==> src/rtl/evp_pkg.sv <==
// Shared definitions for the polynomial store/evaluate instruction engines.
// Holds slot geometry, completion codes, the store FSM state encoding and a log2 helper.
package evp_pkg;

  localparam int         MAX_COEFFS = 11;
  localparam int         NUM_POLYS  = 8;
  localparam logic [4:0] N_EMPTY    = 5'd31;

  localparam logic [31:0] STP_OK      = 32'd0;
  localparam logic [31:0] STP_BAD_N   = 32'd1;
  localparam logic [31:0] STP_CLEARED = 32'd2;

  typedef enum logic [2:0] {
    ST_IDLE,
    ST_CHECK_N,
    ST_WR_S,
    ST_WR_N,
    ST_END
  } stp_state_t;

  // Ceiling log2, usable in constant expressions.
  function automatic int log2(input int value);
    int r;
    r = 0;
    for (int k = 0; k < 31; k++) begin
      if ((1 << k) < value) r = k + 1;
    end
    return r;
  endfunction

endpackage

==> src/rtl/stp_fsm_if.sv <==
// Instruction, data-buffer and S/N memory signals of the store-polynomial engine.
// master = instruction controller + data buffer side, slave = the engine.
interface stp_fsm_if #(
  parameter int word_size = 16,
  parameter int AW        = 10
);
  logic                 rst_instr;
  logic                 start_stp;
  logic [2:0]           A;
  logic [4:0]           N;
  logic [AW-1:0]        rd_addr_data;
  logic [word_size-1:0] data_in;

  logic                 en_rd_data;
  logic [AW-1:0]        rd_addr_data_updated;
  logic                 en_wr_S;
  logic [6:0]           wr_addr_S;
  logic [word_size-1:0] wr_data_S;
  logic                 en_wr_N;
  logic [2:0]           wr_addr_N;
  logic [4:0]           wr_data_N;
  logic                 done_stp;
  logic [31:0]          status;

  modport master (
    output rst_instr, start_stp, A, N, rd_addr_data, data_in,
    input  en_rd_data, rd_addr_data_updated, en_wr_S, wr_addr_S, wr_data_S,
           en_wr_N, wr_addr_N, wr_data_N, done_stp, status
  );

  modport slave (
    input  rst_instr, start_stp, A, N, rd_addr_data, data_in,
    output en_rd_data, rd_addr_data_updated, en_wr_S, wr_addr_S, wr_data_S,
           en_wr_N, wr_addr_N, wr_data_N, done_stp, status
  );
endinterface

==> src/rtl/stp_fsm.sv <==
// Store-polynomial engine: streams N+1 buffer words into S[A*11+i], then records N in N[A].
// Done N+4 cycles after start (clear: 3, bad N: 2); no backpressure, held in END until rst_instr=0.
module stp_fsm
  import evp_pkg::*;
#(
  parameter int word_size   = 16,
  parameter int buffer_size = 1024,
  parameter int num_polys   = NUM_POLYS,
  parameter int max_coeffs  = MAX_COEFFS
) (
  input logic      clk,
  input logic      rst,
  stp_fsm_if.slave bus
);

  localparam int            AW       = log2(buffer_size);
  localparam int            SLOT_W   = log2(num_polys);
  localparam logic [4:0]    N_MAX    = 5'(max_coeffs - 1);
  localparam logic [AW-1:0] PTR_LAST = AW'(buffer_size - 1);

  stp_state_t state_q, state_nx;

  logic [SLOT_W-1:0] a_q;
  logic [4:0]        n_q;
  logic [3:0]        i_q;
  logic [AW-1:0]     ptr_q;
  logic [AW-1:0]     ptr_inc;
  logic [6:0]        a_ext;
  logic [6:0]        slot_base;

  logic        en_rd_q;
  logic        en_wr_s_q;
  logic        en_wr_n_q;
  logic        done_q;
  logic [31:0] status_q;
  logic [31:0] status_nx;

  assign a_ext     = 7'(a_q);
  assign slot_base = (a_ext << 3) + (a_ext << 1) + a_ext;
  assign ptr_inc   = (ptr_q == PTR_LAST) ? '0 : ptr_q + AW'(1);

  always_comb begin
    state_nx = state_q;
    unique case (state_q)
      ST_IDLE: begin
        if (bus.start_stp) state_nx = ST_CHECK_N;
      end
      ST_CHECK_N: begin
        if (n_q <= N_MAX)          state_nx = ST_WR_S;
        else if (n_q == N_EMPTY)   state_nx = ST_WR_N;
        else                       state_nx = ST_END;
      end
      ST_WR_S: begin
        if ({1'b0, i_q} == n_q) state_nx = ST_WR_N;
      end
      ST_WR_N: state_nx = ST_END;
      ST_END:  state_nx = ST_END;
      default: state_nx = ST_IDLE;
    endcase
    // Instruction reset overrides everything, including a start in IDLE.
    if (!bus.rst_instr) state_nx = ST_IDLE;
  end

  always_comb begin
    status_nx = '0;
    if (state_nx == ST_END) begin
      unique case (state_q)
        ST_CHECK_N: status_nx = STP_BAD_N;
        ST_WR_N:    status_nx = (n_q == N_EMPTY) ? STP_CLEARED : STP_OK;
        default:    status_nx = status_q;
      endcase
    end
  end

  always_ff @(posedge clk or posedge rst) begin
    if (rst) begin
      state_q   <= ST_IDLE;
      a_q       <= '0;
      n_q       <= '0;
      i_q       <= '0;
      ptr_q     <= '0;
      en_rd_q   <= 1'b0;
      en_wr_s_q <= 1'b0;
      en_wr_n_q <= 1'b0;
      done_q    <= 1'b0;
      status_q  <= '0;
    end else begin
      state_q   <= state_nx;
      en_rd_q   <= (state_nx == ST_WR_S);
      en_wr_s_q <= (state_nx == ST_WR_S);
      en_wr_n_q <= (state_nx == ST_WR_N);
      done_q    <= (state_nx == ST_END);
      status_q  <= status_nx;
      if (state_q == ST_IDLE && state_nx == ST_CHECK_N) begin
        a_q   <= bus.A[SLOT_W-1:0];
        n_q   <= bus.N;
        ptr_q <= bus.rd_addr_data;
        i_q   <= '0;
      end
      // The word at ptr_q is consumed every WR_S cycle, even on an abort edge.
      if (state_q == ST_WR_S) begin
        ptr_q <= ptr_inc;
        i_q   <= i_q + 4'd1;
      end
    end
  end

  assign bus.en_rd_data           = en_rd_q;
  assign bus.rd_addr_data_updated = ptr_q;
  assign bus.en_wr_S              = en_wr_s_q;
  assign bus.wr_addr_S            = (state_q == ST_WR_S) ? slot_base + 7'(i_q) : '0;
  assign bus.wr_data_S            = (state_q == ST_WR_S) ? bus.data_in : '0;
  assign bus.en_wr_N              = en_wr_n_q;
  assign bus.wr_addr_N            = (state_q == ST_WR_N) ? 3'(a_q) : '0;
  assign bus.wr_data_N            = (state_q == ST_WR_N) ? n_q : '0;
  assign bus.done_stp             = done_q;
  assign bus.status               = status_q;

endmodule

==> src/flat_wrapper.sv <==
// flat-port wrapper written by rule: the top's interface ports become plain ports
module stp_fsm_flat import evp_pkg::*;
#(
  parameter int word_size   = 16,
  parameter int buffer_size = 1024,
  parameter int num_polys   = NUM_POLYS,
  parameter int max_coeffs  = MAX_COEFFS
)
  (clk, rst, bus_rst_instr, bus_start_stp, bus_A, bus_N, bus_rd_addr_data, bus_data_in, bus_en_rd_data, bus_rd_addr_data_updated, bus_en_wr_S, bus_wr_addr_S, bus_wr_data_S, bus_en_wr_N, bus_wr_addr_N, bus_wr_data_N, bus_done_stp, bus_status);
  stp_fsm_if #(.word_size(word_size), .AW((10))) bus_i ();
  input logic clk;
  input logic rst;
  input wire logic [$bits(bus_i.rst_instr)-1:0] bus_rst_instr;
  input wire logic [$bits(bus_i.start_stp)-1:0] bus_start_stp;
  input wire logic [$bits(bus_i.A)-1:0] bus_A;
  input wire logic [$bits(bus_i.N)-1:0] bus_N;
  input wire logic [$bits(bus_i.rd_addr_data)-1:0] bus_rd_addr_data;
  input wire logic [$bits(bus_i.data_in)-1:0] bus_data_in;
  output wire logic [$bits(bus_i.en_rd_data)-1:0] bus_en_rd_data;
  output wire logic [$bits(bus_i.rd_addr_data_updated)-1:0] bus_rd_addr_data_updated;
  output wire logic [$bits(bus_i.en_wr_S)-1:0] bus_en_wr_S;
  output wire logic [$bits(bus_i.wr_addr_S)-1:0] bus_wr_addr_S;
  output wire logic [$bits(bus_i.wr_data_S)-1:0] bus_wr_data_S;
  output wire logic [$bits(bus_i.en_wr_N)-1:0] bus_en_wr_N;
  output wire logic [$bits(bus_i.wr_addr_N)-1:0] bus_wr_addr_N;
  output wire logic [$bits(bus_i.wr_data_N)-1:0] bus_wr_data_N;
  output wire logic [$bits(bus_i.done_stp)-1:0] bus_done_stp;
  output wire logic [$bits(bus_i.status)-1:0] bus_status;
  assign bus_i.rst_instr = bus_rst_instr;
  assign bus_i.start_stp = bus_start_stp;
  assign bus_i.A = bus_A;
  assign bus_i.N = bus_N;
  assign bus_i.rd_addr_data = bus_rd_addr_data;
  assign bus_i.data_in = bus_data_in;
  assign bus_en_rd_data = bus_i.en_rd_data;
  assign bus_rd_addr_data_updated = bus_i.rd_addr_data_updated;
  assign bus_en_wr_S = bus_i.en_wr_S;
  assign bus_wr_addr_S = bus_i.wr_addr_S;
  assign bus_wr_data_S = bus_i.wr_data_S;
  assign bus_en_wr_N = bus_i.en_wr_N;
  assign bus_wr_addr_N = bus_i.wr_addr_N;
  assign bus_wr_data_N = bus_i.wr_data_N;
  assign bus_done_stp = bus_i.done_stp;
  assign bus_status = bus_i.status;
  stp_fsm #(.word_size(word_size), .buffer_size(buffer_size), .num_polys(num_polys), .max_coeffs(max_coeffs)) u_core (.clk(clk), .rst(rst), .bus(bus_i));
endmodule
==> config.mk <==
export PLATFORM = sky130hd
export DESIGN_NAME = stp_fsm_flat
export DESIGN_NICKNAME = d
export VERILOG_FILES = /design/src/rtl/evp_pkg.sv /design/src/rtl/stp_fsm_if.sv /design/src/rtl/stp_fsm.sv /design/src/flat_wrapper.sv
export SDC_FILE = /design/constraint.sdc
export NUM_CORES = 1
export LEC_CHECK = 0
export BUFFER_PORTS_ARGS = -buffer_cell sky130_fd_sc_hd__buf_2
export CORE_AREA = 3 3 54 105
export DETAILED_ROUTE_END_ITERATION = 10
export DIE_AREA = 0 0 57 108
export PLACE_DENSITY = 0.78
export SLEW_MARGIN = 20
export SYNTH_ARGS = -nofsm -noshare
export SYNTH_HDL_FRONTEND = slang
export SYNTH_SLANG_ARGS = --single-unit
==> constraint.sdc <==
create_clock -name clk -period 2.55 [get_ports clk]
set_clock_uncertainty 0.15 [all_clocks]
set_input_delay 0.1275 -clock clk [delete_from_list [all_inputs] [get_ports clk]]
set_output_delay 0.1275 -clock clk [all_outputs]
set_load 0.02 [all_outputs]
# Yosys cells after proc, flatten, opt, wreduce, memory -nomap -nowiden
# Cells that the tools add are included.
[totals]
elab_cells = 49
output_inout_bits = 77
regBits = 60
in_bits = 38
[op_classes]
n_reduce_logical = 4
addsub = 5
n_mux = 18
order_cmp = 1
eq_ne = 12
[op_table]
columns = ["operator", "n"]
rows = [
  ["one-hot mux 32 bit (2 select lines)", 1],
  ["two-way mux 32 bit", 1],
  ["two-way mux 10 bit", 3],
  ["two-way mux 3 bit", 6],
  ["two-way mux 16 bit", 1],
  ["equality test 3 x 2 -> 1 bit, second input constant", 4],
  ["one-hot mux 3 bit (4 select lines)", 1],
  ["adder 10 x 1 -> 10 bit, second input constant", 1],
  ["equality test 10 bit, second input constant", 1],
  ["two-way mux 4 bit", 2],
  ["adder 6 x 4 -> 7 bit", 1],
  ["adder 7 x 3 -> 7 bit", 1],
  ["adder 7 x 4 -> 7 bit", 1],
  ["two-way mux 7 bit", 1],
  ["equality test 3 x 1 -> 1 bit, second input constant", 2],
  ["equality test 3 bit, second input constant", 2],
  ["equality test 4 x 5 -> 1 bit", 1],
  ["equality test 5 bit, second input constant", 1],
  ["less-or-equal comparator 5 x 4 -> 1 bit, second input constant", 1],
  ["two-way mux 5 bit", 1],
  ["adder 4 x 1 -> 4 bit, second input constant", 1],
  ["zero test 3 bit", 1],
  ["inequality test 3 bit, second input constant", 1],
  ["two-way mux 2 bit", 1],
  ["other kinds (3)", 3],
]

# Logic depth before layout (Yosys ltp)
[logic_depth]
ltp_word = 9
depth_mapped = 7
ltp_nobuf = 7

# Least setup slack after synthesis
# Ideal clock, no wire load.
[synth_timing]
kind = "flip-flop to output port"
start = "register u_core.i_q[1]"
end = "output bus_wr_addr_S[5]"
arrival_ps = 2221
slack_ps = 51
t_required_ps = 2273
path_buffers = 0
stages_incl_launch_ff = 8
path_cell_list = "dfrtp_1 > fa_1 > ha_1 > fa_1 > a21o_1 > a21oi_1 > xor2_1 > nor2_1"
[synth_between]
elab_chain_len = 2
[synth_rtl]
columns = ["element", "line_no", "source"]
rows = [
  ["start, declared", "stp_fsm.sv:25", "logic [3:0] i_q;"],
  ["start signal, assigned", "stp_fsm.sv:103", "i_q <= i_q + 4'd1;"],
  ["adder 7 x 4 -> 7 bit", "stp_fsm.sv:111", "assign bus.wr_addr_S = (state_q == ST_WR_S) ? slot_base + 7'(i_q) : '0;"],
  ["two-way mux 7 bit", "stp_fsm.sv:111", ""],
  ["end, declared", "flat_wrapper.sv:22", "output wire logic [$bits(bus_i.wr_addr_S)-1:0] bus_wr_addr_S;"],
]
# Every way passes these cells.

# Worst setup path in the final report
# Same ends and word-level chain as after synthesis.

==> metrics.yaml <==
status: "finished with violations"
violations: "negative setup slack"
endpoint_kind: "output pin"
synth.avg_cell_area_um2: 9.41
drc_errors: 0
period_needed_ns: 2.72
cpPeakStageDelay_ns: 0.49
critPathTopFamily: "adder cells"
crit-reg2reg-capture: "u_core.bus.rd_addr_data_updated[3]$_DFFE_PP0P_"
antenna_found_initial: 0
cap_viol_max_count: 0
rsz0062_at_grt: "yes"
setup_violations: 3
startpoint_type: "flop"
grt_pass1_wl_um: 8950
grt_pass1_vias: 1967
ys.warnings.count: 0
synth_most_common_cell: "buf_4"
worst_ep_arrival_time_ns: 2.44
worstPathMaxFanout: 2
synth-edff-count: 0
core_um2: 4950
synthTopCellsByCount: "32 x buf_4, 30 x dfrtp_1, 28 x and2_1"
max_freq_mhz: 368
cp_cell_sequence: "fa_1 -> ha_2 -> fa_2 -> a21o_1 -> a21oi_2 -> xor2_1 -> nor2_1 -> buf_2"
vias_per_cell: 5.12
slowest_stage: "fa_1"
hold_path.startpoint: "bus_rd_addr_data[7]"
crit_buf_inv: 1
rows: 36
drt-wirelength-per-cell_um: 14.0
start_util_pct: 44.8
path_class: "flop to output pin"
grt_max_degree: 31
rrSetupSlack_ns: 0.38
fin_crit_sh_pct: 107
tns_ns: -0.217
peakVddDrop_uv: 743
power_leakage_nw: 1.53
dieArea_um2: 6160
ant_nets: 0
worstSkewPairLatency_ns: 0.29
synthTopCellsByArea: "dfrtp_1 34%, buf_4 11%, and2_1 7.9%"
cts.reportedPaths.clkPinSlew_ns: 0.07
synth_seq_cells: 30
clockBufferDepth: 2
r2r_cells: 5
worstMarginPinSlew_ns: 0.662
dr.first_iter.drc_count: 52
dp_hpwl_um: 4240
slew_violations: 0
cts_buffers: 5
drive_gt1_share_pct: 36.3
root_buffer: "clkbuf_8"
routed_wl_um: 5600
timing.final.ws_setup_ns: -0.168
die_w_um: 57
fin_nets: 390
n_antenna_cell: 0
first_pass_iters: 4
synth-async-reset-ratio_pct: 100
ys_types: 48
die-height_um: 108
gp_congestion: 0.819
final_hold_viol_count: 0
synth_area_um2: 2220
hold_path.class: "primary input to flop"
vias: 2043
grt_overflow: 0
cts_sinks: 30
tritoncts: "yes"
synth_top_area_share_pct: 33.8
synth_top_area_cell: "dfrtp_1"
p_per_area_nw_per_um2: 916
ys.flop_type: "dfrtp_1"
min_path_cells: 3
timing.rr.start: "u_core.bus.rd_addr_data_updated[0]$_DFFE_PP0P_"
htreeDepth: 2
ys_seq_area_share_pct: 33.8
slew_headroom_pct: 55.9
worst_hold_path.endpoint: "u_core.bus.rd_addr_data_updated[7]$_DFFE_PP0P_"
grt_use_total_pct: 18.6
cp.required_ns: 2.27
final_util_pct: 58.7
num_io_pins: 115
portBuffers: 84
syn_inst: 236
area_delta_synth_final_pct: 31.1
-- layout by cell type (no fill, tap or decap), drive strengths merged, types with 4 or more instances in the layout --
master / Yosys / final
a211oi: 4 / 4
a21oi: 9 / 9
and2: 28 / 28
and3: 4 / 4
buf: 36 / 95
clkbuf: 6 / 5
conb: 1 / 30
dfrtp: 30 / 30
dlygate4sd3: 0 / 16
fa: 4 / 4
ha: 7 / 7
inv: 7 / 7
mux2: 8 / 8
nand2: 7 / 7
nand4: 4 / 4
nor2: 15 / 15
nor2b: 6 / 6
o21ai: 9 / 9
xor2: 7 / 7
-- timing repair --
item / CTS / global route
setup buffers: 2 / 0
gates resized for setup: 5 / 1
endpoints found under the setup margin: 4 / 3
hold buffers: 16 / 0
endpoints found under the hold margin: 46 / 0
pin swaps: 5 / 5
-- per-layer routing --
layer | vias to the layer above | global-route usage, % | share of wire, %
met3 | 9 | 1.91 | 6.5
met1 | 958 | 20.1 | 36
met5 | - | 0 | 0
met4 | 0 | 8.62 | 2.3
met2 | 100 | 34.9 | 56
li1 | 976 | - | -
-- how the worst max path moves through the flow --
stage,slack [ns],startpoint,endpoint,cells past startpoint
2_1_floorplan,0.05,u_core.i_q[1]$_DFFE_PP0P_,bus_wr_addr_S[5],7
3_3_place_gp,0.06,u_core.a_q[1]$_DFFE_PP0P_,bus_wr_addr_S[5],8
3_5_place_dp,0.01,u_core.a_q[1]$_DFFE_PP0P_,bus_wr_addr_S[5],8
4_1_cts,-0.16,u_core.i_q[1]$_DFFE_PP0P_,bus_wr_addr_S[5],8
5_1_grt,-0.27,u_core.i_q[1]$_DFFE_PP0P_,bus_wr_addr_S[5],8
6_report,-0.17,u_core.i_q[1]$_DFFE_PP0P_,bus_wr_addr_S[5],8
-- power breakdown --
group	leakage, nW	internal, W	switching, W
Sequential	0.376	0.000635	0.000224
Combinational	1.09	0.000592	0.000737
Clock	0.0579	0.000287	0.000192
-- worst min-delay path, cell delays in order --
cell     delay, ns
buf_2         0.07
and3_1        0.13
a211o_1       0.09
-- layout make-up --
cell class | count | area [µm²]
inverter | 7 | 26.3
clock buffer | 5 | 68.8
sequential | 30 | 752
timing repair buffer | 111 | 666
multi-input combinational | 186 | 1290
clock inverter | 3 | 40.0
fill | 432 | 2040
tap | 57 | 71.3
-- logic make-up after synthesis --
group           share of synthesized area [%]
simple gates                             20.9
compound gates                           16.5
buf+inv                                  13.9
flops                                    33.8
fa+ha+maj                                7.55
xor+xnor                                 3.16
mux                                      4.06
other cells                             0.169
-- stage by stage --
| stage | cells | worst slack [ns] | total power, W | area [µm²] | hold slack (ns) |
|---|---|---|---|---|---|
| 6_report | 399 | -0.168 | 0.00267 | 2910 | 0.00963 |
| 5_1_grt | 399 | -0.270 | 0.00287 | 2910 | 0.0305 |
| 4_1_cts | 399 | -0.165 | 0.00267 | 2910 | 0.0187 |
| 3_5_place_dp | 373 | 0.0138 | 0.00212 | 2610 | 0.0783 |
| 3_3_place_gp | 373 | 0.0572 | 0.00207 | 2610 | 0.0711 |
| 2_1_floorplan | 265 | 0.0514 | 0.00175 | 2330 | 0.0683 |
-- sequential cells by signal (all words and copies together) (netlist names) --
signal                           cells
u_core.a_q                           3
u_core.bus.done_stp                  1
u_core.bus.en_rd_data                1
u_core.bus.en_wr_N                   1
u_core.bus.rd_addr_data_updated     10
u_core.bus.status                    2
u_core.i_q                           4
u_core.n_q                           5
u_core.state_q                       3
Note: power is estimated with default switching activity, not from simulation.
